==> src/rtl/imem_pkg.sv <==
// Shared definitions for the instruction-memory arbiter: FSM state type and
// parameter defaults.
package imem_pkg;

    // BOOT: loader owns the memory and the core is held.
    // RUN: core fetches, and the loader gets a share of the port.
    typedef enum logic {
        BOOT = 1'b0,
        RUN  = 1'b1
    } state_t;

    localparam int unsigned DEF_MEM_WORDS    = 8;
    localparam int unsigned DEF_STARVE_LIMIT = 4;

endpackage

==> src/rtl/imem_arbiter.sv <==
// Single-port instruction memory arbiter. It shares one memory port between
// the core fetch path (reads) and a byte-wide boot loader (writes). A BOOT/RUN
// FSM decides who may use the port. A starvation counter stops fetch traffic
// from locking the loader out indefinitely while in RUN.
module imem_arbiter
    import imem_pkg::*;
#(
    parameter int unsigned MEM_WORDS    = DEF_MEM_WORDS,
    parameter int unsigned STARVE_LIMIT = DEF_STARVE_LIMIT
) (
    input  logic                         clk,
    input  logic                         rst,
    // core fetch port
    input  logic                         fetch_req,
    input  logic [31:0]                  fetch_addr,
    output logic                         fetch_gnt,
    output logic                         fetch_rvalid,
    output logic [31:0]                  fetch_rdata,
    output logic                         fetch_err,
    // boot loader port
    input  logic                         load_req,
    input  logic [31:0]                  load_addr,
    input  logic [7:0]                   load_wdata,
    output logic                         load_gnt,
    input  logic                         load_done,
    input  logic                         reload_req,
    output logic                         core_hold,
    // single-port memory
    output logic                         mem_en,
    output logic [3:0]                   mem_we,
    output logic [$clog2(MEM_WORDS)-1:0] mem_addr,
    output logic [31:0]                  mem_wdata,
    input  logic [31:0]                  mem_rdata
);

    localparam int unsigned AW = $clog2(MEM_WORDS);
    localparam int unsigned SW = $clog2(STARVE_LIMIT + 1);

    state_t        r_state;
    state_t        w_state_nxt;
    logic [SW-1:0] r_starve;
    logic          r_rvalid;
    logic          r_err;
    logic          w_fetch_gnt;
    logic          w_load_gnt;
    logic          w_starved;
    logic          w_unused;

    // Address bits above the memory depth are ignored, so addresses wrap.
    assign w_unused  = ^{fetch_addr[31:AW+2], load_addr[31:AW+2]};

    assign w_starved = (r_starve == SW'(STARVE_LIMIT));

    // FSM state register.
    always_ff @(posedge clk) begin
        if (rst) begin
            r_state <= BOOT;
        end else begin
            r_state <= w_state_nxt;
        end
    end

    // Next state and grant decision. Grants come only from the current
    // requests and registered state. Reset masks every grant.
    always_comb begin
        w_state_nxt = r_state;
        w_fetch_gnt = 1'b0;
        w_load_gnt  = 1'b0;
        if (!rst) begin
            case (r_state)
                BOOT: begin
                    w_load_gnt = load_req;
                    if (load_done) begin
                        w_state_nxt = RUN;
                    end
                end
                RUN: begin
                    if (load_req && w_starved) begin
                        w_load_gnt = 1'b1;
                    end else if (fetch_req) begin
                        w_fetch_gnt = 1'b1;
                    end else begin
                        w_load_gnt = load_req;
                    end
                    if (reload_req) begin
                        w_state_nxt = BOOT;
                    end
                end
                default: w_state_nxt = BOOT;
            endcase
        end
    end

    // Memory port drive. The port is idle (en/we low) when nothing is granted.
    always_comb begin
        mem_en    = 1'b0;
        mem_we    = '0;
        mem_addr  = '0;
        mem_wdata = '0;
        if (w_fetch_gnt) begin
            mem_en   = 1'b1;
            mem_addr = fetch_addr[AW+1:2];
        end else if (w_load_gnt) begin
            mem_en    = 1'b1;
            mem_we    = 4'b0001 << load_addr[1:0];
            mem_wdata = {4{load_wdata}};
            mem_addr  = load_addr[AW+1:2];
        end
    end

    // Saturating count of consecutive RUN cycles in which the loader asked
    // for the port and was refused.
    always_ff @(posedge clk) begin
        if (rst) begin
            r_starve <= '0;
        end else if ((r_state == RUN) && load_req && !w_load_gnt) begin
            if (!w_starved) begin
                r_starve <= r_starve + 1'b1;
            end
        end else begin
            r_starve <= '0;
        end
    end

    // Read response tracking. Data returns one cycle after the grant, along
    // with the misalignment flag for that fetch.
    always_ff @(posedge clk) begin
        if (rst) begin
            r_rvalid <= 1'b0;
            r_err    <= 1'b0;
        end else begin
            r_rvalid <= w_fetch_gnt;
            r_err    <= w_fetch_gnt && (fetch_addr[1:0] != 2'b00);
        end
    end

    // The response is gated by rst so that asserting reset kills an
    // in-flight read in the same cycle instead of one cycle later.
    assign fetch_rvalid = r_rvalid & ~rst;
    assign fetch_err    = r_err & fetch_rvalid;
    assign fetch_rdata  = fetch_rvalid ? mem_rdata : '0;
    assign fetch_gnt    = w_fetch_gnt;
    assign load_gnt     = w_load_gnt;
    assign core_hold    = rst | (r_state == BOOT);

endmodule

==> config.mk <==
export PLATFORM = sky130hd
export DESIGN_NAME = imem_arbiter
export DESIGN_NICKNAME = d
export VERILOG_FILES = /design/src/rtl/imem_pkg.sv /design/src/rtl/imem_arbiter.sv
export SDC_FILE = /design/constraint.sdc
export NUM_CORES = 1
export LEC_CHECK = 0
export BUFFER_PORTS_ARGS = -buffer_cell sky130_fd_sc_hd__clkbuf_2
export CAP_MARGIN = 30
export CORE_AREA = 2 2 71 73
export DETAILED_ROUTE_END_ITERATION = 7
export DIE_AREA = 0 0 73 75
export GPL_ROUTABILITY_DRIVEN = 0
export PLACE_DENSITY = 0.65
export SYNTH_ARGS = -nofsm -noshare
export SYNTH_HDL_FRONTEND = slang
export SYNTH_SLANG_ARGS = --single-unit
==> constraint.sdc <==
create_clock -name clk -period 3.2 [get_ports clk]
set_clock_uncertainty 0.2 [all_clocks]
set_input_delay 0.16 -clock clk [delete_from_list [all_inputs] [get_ports clk]]
set_output_delay 0.16 -clock clk [all_outputs]
set_load 0.05 [all_outputs]
==> results.tsv <==
metric	value	unit
status	completed	
Yosys warning total	0	
post-CTS sizing	0	
Post-DP Area	0.00135	mm²
largest net degree at the start of global routing	35	
critical path type	register to primary output	
maximum vdd ir drop	0.000213	V
hold_ws	11.8	ps
die area	0.00548	mm²
most used flip-flop cell after synthesis	dfxtp_1	
synth unique cells	25	
CP Data Required Time	2840	ps
first-pass GRT wire length	3.73	mm
drt pass-1 iters	4	
Area Growth Syn to Fin	77.8	%
share of layout cells above drive strength 1	0.636	
vias in the first global route	795	
post-layout net count	334	
Least-Margin Pin Slew	516	ps
Final setup viols	0	
hold_buf cts	5	
top cells by count, synth	41 x and2_1, 24 x buf_4, 6 x dfxtp_1	
via/cell ratio	3.89	
area leader, netlist	and2_1	
Detail Route Antenna Nets	0	
Bufs on Longest Clock Path	2	
Min-Delay Path Depth	2	
total global-route track usage	0.0926	
DR iter-0 viols	8	
Placed Instances	266	
CTS Buf Count	3	
I/O pins	187	
Clock H-tree levels	1	
Routed WL	2.93	mm
CTS tree	yes	
Port Buffers	132	
register area share after synthesis	0.148	
Starting Density	0.174	
Startpoint Class	register	
Die W	73	µm
Leak Pwr	0.896	nW
top cell type's share of synthesized area	0.316	
Slew HR	0.656	
RSZ-0062 raised after global routing	false	
reg2reg path depth	5	
die height	75	µm
most numerous cell in the Yosys netlist	and2_1	
Critical Path Fanout Max	17	
Root Buffer	clkbuf_8	
Clock Latency Late Sink	220	ps
Area contributors post-synth	and2_1 32%, buf_4 22%, dfxtp_1 15%, a22o_1 3.2%, ha_1 3.1%	
area of the multi-input gates	479	µm²
shortest period the worst path allows	2350	ps
power per cell area	263	mW/mm²
HPWL after DPL	2.60	mm
ratio of final minimum period to clock period	0.733	
async set-reset flop share out of synthesis	0	
Post-Synthesis Net Count	219	
DR DRC count	0	
Max Cap Viol	0	
clk slew on worst S/H paths	40	ps
clock sink count	6	
Cell Count, Final, Fillers Out	274	
Seq. cell area	120	µm²
initial antenna violation count	0	
WL/cell	10.7	µm
hold crit path type	input pin to register	
grt total ovfl	0	
Slew Viols, Final	0	
Synth Instances	107	
Syn Area/Cell	7.58	µm²
critical path arrival	1990	ps
final core occ	0.309	
number of flops mapped to enable cells by yosys	0	
count of final hold-check violations	0	
Antenna Cells	0	
# rows	25	
Worst Hold Launch	rst	
area of the core	0.00466	mm²
Post-Syn Area	811	µm²
Highest Clock Rate	426	MHz
hold endpoint	r_state	
worst reg2reg path endpoint	r_err	
Final Cell Area	0.00144	mm²
endpoint class of the critical path	primary output	
R2R Setup Slk	1090	ps
reg2reg start	r_starve[0]	
Yosys reg bits	6	
Fillers	501	
Total Neg Setup Slack	0	ps
# Post-CTS Setup Buffers	0	
DR vias	1065	
-- kinds of logic after synthesis --
logic type | synth area share
AO/OA/AOI/OAI | 0.0972
adder cells (fa/ha/maj) | 0.0309
buffers and inverters | 0.261
flip-flops | 0.148
multiplexers | 0.0123
AND/OR/NAND/NOR | 0.451
-- power by group --
| group | switching [mW] | leakage [nW] | internal (mW) | total [mW] |
|---|---|---|---|---|
| registers | 0.00184 | 0.0488 | 0.0771 | 0.0789 |
| logic | 0.131 | 0.825 | 0.0547 | 0.186 |
| clock network | 0.0335 | 0.0216 | 0.0809 | 0.114 |
| total | 0.166 | 0.896 | 0.213 | 0.379 |
-- per-stage QoR --
stage	setup slack (ps)	total power [mW]
6_report	854	0.379
3_3_place_gp	1090	0.263
2_1_floorplan	717	0.217
5_1_grt	683	0.400
3_5_place_dp	1080	0.263
4_1_cts	835	0.385
-- sequential cells by signal, summed over array words and instances (netlist names) --
register  flops
r_err         1
r_state       1
r_starve      3
r_rvalid      1
-- per-layer routing --
layer,vias up,share of wire,global-route usage
met5,-,0,0
met4,0,0,0
met3,0,0.17,0.0750
met2,75,0.43,0.137
met1,447,0.40,0.112
li1,543,-,-
-- cell usage in the layout (no fill, tap or decap), drive strengths merged --
cell,n
clkbuf,135
and2,41
dfxtp,6
nor2,5
dlygate4sd3,5
inv,4
a22o,3
nand2,3
and3b,2
ha,2
a311oi,2
nand2b,1
a31oi,1
nor2b,1
nor3b,1
or2b,1
or2,1
and3,1
o21a,1
or3b,1
mux2i,1
nor3,1
buf,1
-- worst max path at each step --
stage	from	endpoint	slack [ps]
2_1_floorplan	r_starve[0]	mem_addr[0]	720
3_3_place_gp	r_starve[0]	mem_wdata[30]	1090
3_5_place_dp	r_starve[0]	mem_wdata[22]	1080
4_1_cts	r_starve[0]	mem_wdata[22]	840
5_1_grt	r_starve[0]	mem_wdata[23]	680
6_report	r_starve[0]	mem_wdata[22]	850
-- critical path: stages (launching register included) --
cell and delay [ps]:
dfxtp_1 310, inv_1 60, ha_1 220, nand2_1 120
a31oi_4 420, and2_1 310, clkbuf_2 320
-- area by class of cell --
type,count,area share
Timing Repair Buffer,138,0.498
Tap cell,54,0.0469
Multi-Input combinational cell,69,0.332
Clock buffer,3,0.0286
Sequential cell,6,0.0833
Inverter,4,0.0104
Note: power is estimated with default switching activity, not from simulation.
